===== src/rtl/sample_test_arbiter.sv =====
// sample_test_arbiter: two-requester arbiter in front of a shared sample-test unit; routes returning hits to the requester that owned each accept.
// Latency: payload/valid/ready are combinational from the owner register; a grant takes effect on the next edge; a hit is routed in the cycle st_hit_valid arrives.
// Backpressure: st_ready low freezes the owner, the burst count and the payload selection, and the owner sees its ready low.
// Ports: clk/rst; req0_*/req1_* sample payloads with valid/ready; st_* muxed sample towards the shared unit;
//        st_hit_valid_R18H in, hit0/hit1 valid out; owner_R16H state, per-requester accept/hit counters, sticky orphan_err.
module sample_test_arbiter #(
   parameter int SIGFIG     = 24,
   parameter int VERTS      = 3,
   parameter int AXIS       = 3,
   parameter int COLORS     = 3,
   parameter int PIPE_DEPTH = 3,
   parameter int BURST      = 4
) (
   input  logic                     clk,
   input  logic                     rst,
   input  logic                     req0_valid_R16H,
   input  logic signed [SIGFIG-1:0] req0_tri_R16S    [VERTS][AXIS],
   input  logic        [SIGFIG-1:0] req0_color_R16U  [COLORS],
   input  logic signed [SIGFIG-1:0] req0_sample_R16S [2],
   output logic                     req0_ready_R16H,
   input  logic                     req1_valid_R16H,
   input  logic signed [SIGFIG-1:0] req1_tri_R16S    [VERTS][AXIS],
   input  logic        [SIGFIG-1:0] req1_color_R16U  [COLORS],
   input  logic signed [SIGFIG-1:0] req1_sample_R16S [2],
   output logic                     req1_ready_R16H,
   output logic                     st_valid_R16H,
   output logic signed [SIGFIG-1:0] st_tri_R16S      [VERTS][AXIS],
   output logic        [SIGFIG-1:0] st_color_R16U    [COLORS],
   output logic signed [SIGFIG-1:0] st_sample_R16S   [2],
   input  logic                     st_ready_R16H,
   input  logic                     st_hit_valid_R18H,
   output logic                     hit0_valid_R18H,
   output logic                     hit1_valid_R18H,
   output logic [1:0]               owner_R16H,
   output logic [31:0]              acc0_cnt,
   output logic [31:0]              acc1_cnt,
   output logic [31:0]              hit0_cnt,
   output logic [31:0]              hit1_cnt,
   output logic                     orphan_err
);

   localparam int             BW         = (BURST > 1) ? $clog2(BURST) : 1;
   localparam logic [BW-1:0]  BURST_LAST = BW'(BURST - 1);

   typedef enum logic [1:0] {
      ST_IDLE = 2'd0,
      ST_OWN0 = 2'd1,
      ST_OWN1 = 2'd2
   } state_t;

   state_t                r_state;
   logic                  r_last_owner;
   logic [BW-1:0]         r_burst_cnt;
   logic [PIPE_DEPTH-1:0] r_tag_vld;
   logic [PIPE_DEPTH-1:0] r_tag_id;
   logic [31:0]           r_acc0_cnt;
   logic [31:0]           r_acc1_cnt;
   logic [31:0]           r_hit0_cnt;
   logic [31:0]           r_hit1_cnt;
   logic                  r_orphan_err;

   logic   w_own0;
   logic   w_own1;
   logic   w_mine_vld;
   logic   w_other_vld;
   state_t w_other_state;
   logic   w_accept;
   logic   w_tag_out_vld;
   logic   w_tag_out_id;
   logic   w_hit0;
   logic   w_hit1;

   // Owner id used for tagging and last_owner is simply "owner is requester 1".
   assign w_own0        = (r_state == ST_OWN0);
   assign w_own1        = (r_state == ST_OWN1);
   assign w_mine_vld    = w_own1 ? req1_valid_R16H : req0_valid_R16H;
   assign w_other_vld   = w_own1 ? req0_valid_R16H : req1_valid_R16H;
   assign w_other_state = w_own1 ? ST_OWN0 : ST_OWN1;

   assign st_valid_R16H   = (w_own0 & req0_valid_R16H) | (w_own1 & req1_valid_R16H);
   assign req0_ready_R16H = w_own0 & st_ready_R16H;
   assign req1_ready_R16H = w_own1 & st_ready_R16H;
   assign w_accept        = st_valid_R16H & st_ready_R16H;

   // Payload follows the owner register only, so it cannot change under a stall.
   always_comb begin
      if (w_own1) begin
         st_tri_R16S    = req1_tri_R16S;
         st_color_R16U  = req1_color_R16U;
         st_sample_R16S = req1_sample_R16S;
      end else begin
         st_tri_R16S    = req0_tri_R16S;
         st_color_R16U  = req0_color_R16U;
         st_sample_R16S = req0_sample_R16S;
      end
   end

   // Ownership FSM. A burst ends either when the owner drops valid or when it
   // has taken BURST samples while the other side waits; with nobody waiting the
   // owner keeps the unit and the burst count just restarts.
   always_ff @(posedge clk or negedge rst) begin
      if (!rst) begin
         r_state      <= ST_IDLE;
         r_last_owner <= 1'b1;
         r_burst_cnt  <= '0;
      end else begin
         case (r_state)
            ST_IDLE: begin
               r_burst_cnt <= '0;
               if (req0_valid_R16H && (!req1_valid_R16H || r_last_owner)) begin
                  r_state <= ST_OWN0;
               end else if (req1_valid_R16H) begin
                  r_state <= ST_OWN1;
               end
            end
            ST_OWN0, ST_OWN1: begin
               if (!w_mine_vld) begin
                  r_state      <= w_other_vld ? w_other_state : ST_IDLE;
                  r_last_owner <= w_own1;
                  r_burst_cnt  <= '0;
               end else if (w_accept) begin
                  if (r_burst_cnt == BURST_LAST) begin
                     r_burst_cnt <= '0;
                     if (w_other_vld) begin
                        r_state      <= w_other_state;
                        r_last_owner <= w_own1;
                     end
                  end else begin
                     r_burst_cnt <= r_burst_cnt + 1'b1;
                  end
               end
            end
            default: begin
               r_state     <= ST_IDLE;
               r_burst_cnt <= '0;
            end
         endcase
      end
   end

   // Tag pipe mirrors the shared unit's fixed latency: it shifts every cycle,
   // stalled or not, so the tag leaving it lines up with the returning hit.
   assign w_tag_out_vld   = r_tag_vld[PIPE_DEPTH-1];
   assign w_tag_out_id    = r_tag_id[PIPE_DEPTH-1];
   assign w_hit0          = st_hit_valid_R18H & w_tag_out_vld & ~w_tag_out_id;
   assign w_hit1          = st_hit_valid_R18H & w_tag_out_vld &  w_tag_out_id;
   assign hit0_valid_R18H = w_hit0;
   assign hit1_valid_R18H = w_hit1;

   always_ff @(posedge clk or negedge rst) begin
      if (!rst) begin
         r_tag_vld    <= '0;
         r_tag_id     <= '0;
         r_acc0_cnt   <= '0;
         r_acc1_cnt   <= '0;
         r_hit0_cnt   <= '0;
         r_hit1_cnt   <= '0;
         r_orphan_err <= 1'b0;
      end else begin
         r_tag_vld <= (r_tag_vld << 1) | PIPE_DEPTH'(w_accept);
         r_tag_id  <= (r_tag_id << 1)  | PIPE_DEPTH'(w_own1);
         if (w_accept && w_own0) r_acc0_cnt <= r_acc0_cnt + 32'd1;
         if (w_accept && w_own1) r_acc1_cnt <= r_acc1_cnt + 32'd1;
         if (w_hit0)             r_hit0_cnt <= r_hit0_cnt + 32'd1;
         if (w_hit1)             r_hit1_cnt <= r_hit1_cnt + 32'd1;
         // A hit with no tag behind it is dropped but remembered.
         if (st_hit_valid_R18H && !w_tag_out_vld) r_orphan_err <= 1'b1;
      end
   end

   assign owner_R16H = r_state;
   assign acc0_cnt   = r_acc0_cnt;
   assign acc1_cnt   = r_acc1_cnt;
   assign hit0_cnt   = r_hit0_cnt;
   assign hit1_cnt   = r_hit1_cnt;
   assign orphan_err = r_orphan_err;

endmodule


===== config.mk =====
export PLATFORM = sky130hd
export DESIGN_NAME = sample_test_arbiter
export DESIGN_NICKNAME = d
export VERILOG_FILES = /design/src/rtl/sample_test_arbiter.sv
export SDC_FILE = /design/constraint.sdc
export NUM_CORES = 1
export LEC_CHECK = 0
export CORE_AREA = 2 2 450 452
export DETAILED_ROUTE_END_ITERATION = 10
export DIE_AREA = 0 0 452 454
export PLACE_DENSITY_LB_ADDON = 0.08
export RECOVER_POWER = 25
export SLEW_MARGIN = 0
export SYNTH_ARGS = -nofsm -noshare
export SYNTH_HDL_FRONTEND = slang
export SYNTH_SLANG_ARGS = --single-unit
export TNS_END_PERCENT = 1

===== constraint.sdc =====
create_clock -name clk -period 2.2 [get_ports clk]
set_input_delay 0.44 -clock clk [delete_from_list [all_inputs] [get_ports clk]]
set_output_delay 0.44 -clock clk [all_outputs]
set_load 0.01 [all_outputs]

==> impl_metrics.ini <==
[flow_run]
maxCapViolCount = 1

[cells_and_area]
nFillCells = 22690
layout.nets = 2916
stdcell_area_um2 = 28210
fin_util_pct = 14.04
area_delta_synth_final_pct = 168.6
fin_cells = 4948
drive_gt1_share_pct = 37.97

[worst_hold_path]
holdCritStartpoint = r_tag_id[0]
hp-class = reg -> reg

[timing]
drv_slew = 40
tightest_slew_ps = 1509
fin_tns_setup_ps = -150070
fmax_mhz = 350.7
slew_headroom_pct = -0.5847
finalSetupViolations = 339
fin_crit_ps = 2851
hold_viol = 0
post-route-period-util_pct = 129.6
rsz0062_at_grt = yes
hold_ws_ps = 365.6
worst_slack_ps = -651.3
skew_ps = 9.503

[yosys]
yosysSeqAreaShare_pct = 33.37
syn_area_per_cell_um2 = 10.87
synth_fp_nets = 1654
async_flop_share_pct = 100.0
syn_area_um2 = 10500
synth_enable_flop_cells = 0
yosysWarningCount = 0
synthesis.instances = 966
synth_ff_type = dfrtp_1
synth.distinct_cells = 44
ys_seq_elements = 140

[power]
clkPwrFrac_pct = 12.3
peakVddDrop_uv = 736.8
p_per_area_nw_per_um2 = 874.2
p_int_mw = 13.50
seq_power_share_pct = 12.1
power_frac_comb_pct = 75.6
p_sw_mw = 11.15
p_leak_nw = 11.28
switching_share_pct = 45.23

[routing]
ant_nets = 0
wire_per_inst_um = 34.23
firstDrtPassIters = 5
viasPerCell = 2.801
finalWirelength_um = 169300
vias = 13860
route.detailed.drc = 0
first_iter_violations = 670

[setup_path]
startpoint_type = flip-flop
cp_max_fo = 18
reg2reg_from = owner_R16H[0]
critPathLaunch = owner_R16H[0]
crit_path_end_kind = output pin
required_ps = 1760
slowest_delay_ps = 480
slowest_stage = clkdlybuf4s50_1
arrival_ps = 2410
path_class = reg -> out
path_cells = inv_2 -> ha_4 -> buf_12 -> buf_12 -> mux2_2 -> clkdlybuf4s50_1
crit_path_frequent_cell = buf_12

[clock_network]
insertion_delay_ps = 500
clock_sinks = 140
cts_buffers = 17
clk_path_buf_depth = 2
cts_max_level = 4
clk_pin_slew_ps = 70
cts_tree = yes
clock-root-buffer = clkbuf_16

[die]
io_pins = 1150
die-area_um2 = 205200
core_um2 = 200900
die_x_um = 452
initial_core_util_pct = 5.228
fp.dieH_um = 454
rows = 165

[global_route]
grt_pass1_wl_um = 200700
grt-ovfl-total = 0
grt_util_all_layers_pct = 15.83
antenna_found_initial = 137
grt_max_degree = 43
grt_pass1_vias = 14640

[placement]
placed_area_um2 = 26730
io_buffers = 1149
hpwl_um = 157100
place_congestion = 0.9892
dpl.cell_count = 4866

[status]
status = complete, but fails checks
violations = max-capacitance violations, max-slew violations, negative setup slack
-- worst max-delay path: cells and delay by family (launching register included) --
kind	cells	cell delay, ps
buffers and inverters	4	930
DFF	1	400
muxes	1	350
adders and majority gates	1	190
-- state kept, by name, indices dropped and copies added, names as in the netlist --
register      count
acc0_cnt         32
acc1_cnt         32
hit0_cnt         32
hit1_cnt         32
r_tag_id          3
r_tag_vld         3
owner_R16H        2
r_burst_cnt       2
orphan_err        1
r_last_owner      1
-- final cells by class --
cell class | instances | area, um2 | share of cell area [%]
multi-input combinational | 750 | 7365 | 26.11
tap | 2672 | 3343 | 11.85
timing repair buffer | 1297 | 13240 | 46.95
clock inverter | 12 | 113.9 | 0.4037
sequential | 140 | 3506 | 12.43
inverter | 22 | 82.58 | 0.2928
antenna | 35 | 87.58 | 0.3105
clock buffer | 20 | 466.7 | 1.655
-- layout by cell type (no fill, tap or decap), types with 42 or more instances in the layout --
cell	count
buf_12	77
mux2_4	156
buf_4	120
xnor2_1	82
buf_6	92
dfrtp_1	138
clkbuf_2	76
dlygate4sd2_1	54
nand2_1	51
xor2_1	42
mux2_2	184
nand3_1	46
clkdlybuf4s50_1	800
-- repair_timing --
item | CTS | global route
pin swaps | 2 | 0
setup buffers | 1 | 7
hold endpoints to repair | 37 | 0
resized for setup | 481 | 347
endpoints found under the setup margin | 379 | 366
hold buffers | 1 | 0
gates cloned | 0 | 6
-- Yosys cell counts (9+ instances only) --
master    instances  area share (%)
and2_1            9            0.54
and3_1           17             1.0
and4_1           16             1.3
buf_2             9            0.43
clkbuf_1         37             1.3
dfrtp_1         139              33
ha_1             10             1.2
inv_1            22            0.79
mux2_2          340              36
nand2_1          52             1.9
nand3_1          49             2.3
nand4_1          36             2.1
nor2_1           16            0.57
nor3_1           24             1.1
nor4_1           11            0.66
xnor2_1          82             6.8
xor2_1           42             3.5
-- path summary, 6_finish.rpt --
path                       slack (ps)  cells past startpoint               end
setup / recovery                 -650                      6  st_tri_R16S[122]
hold / removal                    370                      0       r_tag_id[1]
setup reg to reg                  110                      9     owner_R16H[1]
hold reg to reg                   370                      0       r_tag_id[1]
max in group asynchronous         330                      3      acc1_cnt[15]
min in group asynchronous         870                      2       hit1_cnt[3]
-- layer usage --
layer	GRT usage, %	vias up	share of wire, %
met5	0	-	0.16
met4	3.308	42	2.4
met3	4.813	229	6.8
met2	29.10	711	52
met1	17.82	6794	38
li1	-	6081	-
-- logic make-up (layout without fill, tap and decap cells) --
kind of cell             after synthesis  in the layout  synth area share (%)
multiplexers                         341            341                 36.55
buffers and inverters                 76           1351                 3.216
XOR/XNOR                             124            124                 10.34
other                                  0             35                     0
AO/OA/AOI/OAI                         16             16                0.9769
AND/OR/NAND/NOR                      259            259                 14.36
adder cells (fa/ha/maj)               10             10                 1.191
flip-flops                           140            140                 33.37
-- power groups by stage --
stage,Combinational [mW],Clock (mW),Sequential (mW)
3_5_place_dp,17.9,0,3.02
3_3_place_gp,18.0,0,3.02
2_1_floorplan,5.68,0,3.01
4_1_cts,18.5,3.27,2.97
6_report,18.6,3.04,2.97
5_1_grt,19.6,3.34,3.00
-- stage by stage --
step | total power, mW | worst slack [ps]
finish | 24.66 | -651.3
global route | 25.97 | -775.1
CTS | 24.72 | -878.2
detailed placement | 20.96 | -412.9
global placement | 21.03 | -421.8
floorplan | 8.692 | -63.26
Power figures use the tool's default switching activity.
==> patch, RTL diff (same settings) <==
`VERTS`: 3 -> 2.
--- a/src/rtl/sample_test_arbiter.sv
+++ b/src/rtl/sample_test_arbiter.sv
@@ -7,3 +7,3 @@
    parameter int SIGFIG     = 24,
-   parameter int VERTS      = 3,
+   parameter int VERTS      = 2,
    parameter int AXIS       = 3,
Ports: changed (resized req0_tri_R16S, req1_tri_R16S and st_tri_R16S); port bits go from 1150 to 934. No check against the original RTL was run, so the function may have changed too.
==> patch against the unedited design <==
The run ends with setup timing left. Synthesized cell count fell by 11%. Register-to-register slack lost 0.36 ns. Routed wire length shrank 39%. Total power decreased by 23%. Sequential cell count unchanged. Synthesized area down 8.6%. Hold slack worse by 0.017 ns. Worst setup slack improved by 0.046 ns. Final area is 12% lower. Sequential share of layout area increased by 1.7 points. Critical path type unchanged.
==> patch: results (changes against the unedited design) <==
- Violations in the final reports: setup timing (was capacitance limit, slew limit, setup timing)
- Final clock skew: 0.0139 ns (was 0.00950 ns)
* Result of the run: finished, violations left (unchanged)
- The fraction of layout instances using a drive strength above 1 came to 36.6% (was 38.0%).
- The maximum net fanout on the critical path is 17 (was 18).
- Detail Placement HPWL: 92.7 mm (was 157 mm)
- Largest net degree at the start of global routing: 37 (was 43)
- Total number of nets in the final design: 2464 (was 2916)
- Cell types with the highest counts after synthesis: mux2_2 (269), dfrtp_1 (139), xnor2_1 (94), nand2_1 (75), nor2_1 (35) (was mux2_2 (340), dfrtp_1 (139), xnor2_1 (82), nand2_1 (52), nand3_1 (49))
- The worst-case setup slack after placement was -0.483 ns (was -0.413 ns).
- The placed cell count is 4548 (was 4866).
* Post-route setup slack: -0.605 ns (was -0.651 ns)
- Pre-antenna DRT Iters: 4 (was 5)
* Initial antenna violation count: 66 (was 137)
- Largest stage delay on the critical path: 0.40 ns (was 0.48 ns)
- M1 GR Usage: 7.81% (was 17.8%)
- Avg Vias per Cell: 2.46 (was 2.80)
- The net switching power of the design was 7.54 mW (was 11.2 mW).
* Global routing usage on met2: 21.7% (was 29.1%)
* GRT Overall Usage: 9.79% (was 15.8%)
- Synth area leaders: dfrtp_1 (36%), mux2_2 (32%), xnor2_1 (8.6%), nand2_1 (2.9%), xor2_1 (2.7%) (was mux2_2 (36%), dfrtp_1 (33%), xnor2_1 (6.8%), xor2_1 (3.5%), nand3_1 (2.3%)).
- The global-route met3 utilization came to 3.64% (was 4.81%).
- The post-route met1 wirelength is 29.0 mm (was 65.1 mm).
* Met3 WL: 7.42 mm (was 11.4 mm)
* Utilization after layout: 12.3% (was 14.0%)
* Max IR drop VDD: 0.660 mV (was 0.737 mV)
- Final Instance Count excl. Fillers: 4621 (was 4948)
- Number of failing setup endpoints in the final timing report: 273 (was 339)
* Met2 Wirelength: 65.2 mm (was 88.5 mm)
[patch: changes by cell type after synthesis, moves of 15 or more]
cell / delta
nand3_1: -15
mux2_2: -71
buf_2: +15
nor2_1: +19
nand2_1: +23
clkbuf_1: -28
nor3_1: -17
[patch: final timing paths]
path                               start               to  slack (ns)  cells past startpoint
max                        owner_R16H[0]  st_tri_R16S[70]       -0.61                      7
min                         r_tag_vld[1]     r_tag_vld[2]        0.35                      0
max reg2reg                owner_R16H[0]    owner_R16H[0]       -0.25                     12
min reg2reg                 r_tag_vld[1]     r_tag_vld[2]        0.35                      0
max in group asynchronous            rst     acc0_cnt[31]        0.33                      3
min in group asynchronous            rst     hit1_cnt[21]        0.77                      2
[patch: area by class of cell]
class                           count  share of cell area [%]
Clock inverter                     13                   0.727
Timing Repair Buffer             1073                    43.8
Clock buffer                       19                    1.79
Sequential cell                   140                    14.1
Multi-Input combinational cell    669                    25.6
Antenna cell                       16                   0.162
Inverter                           19                   0.288
Tap cell                         2672                    13.5
[patch: power groups by stage]
stage	sequential (mW)	clock (mW)	combinational [mW]
after floorplan	3.00	0	4.10
after global placement	2.98	0	12.1
after detailed placement	2.98	0	12.1
after CTS	2.93	3.56	13.2
after global routing	2.94	3.61	13.6
final	2.92	3.29	12.9
[patch: worst max-delay path: cells and delay by family (launching register included)]
kind                     cells  cell delay, ns
buffers and inverters        5            0.88
flip-flops                   1            0.40
multiplexers                 1            0.38
adder cells (fa/ha/maj)      1            0.18
[patch: kinds of logic after synthesis]
| group | after synthesis |
|---|---|
| mux | 269 |
| simple gates | 252 |
| flops | 140 |
| xor+xnor | 124 |
| buf+inv | 53 |
| compound gates | 14 |
| fa+ha+maj | 10 |
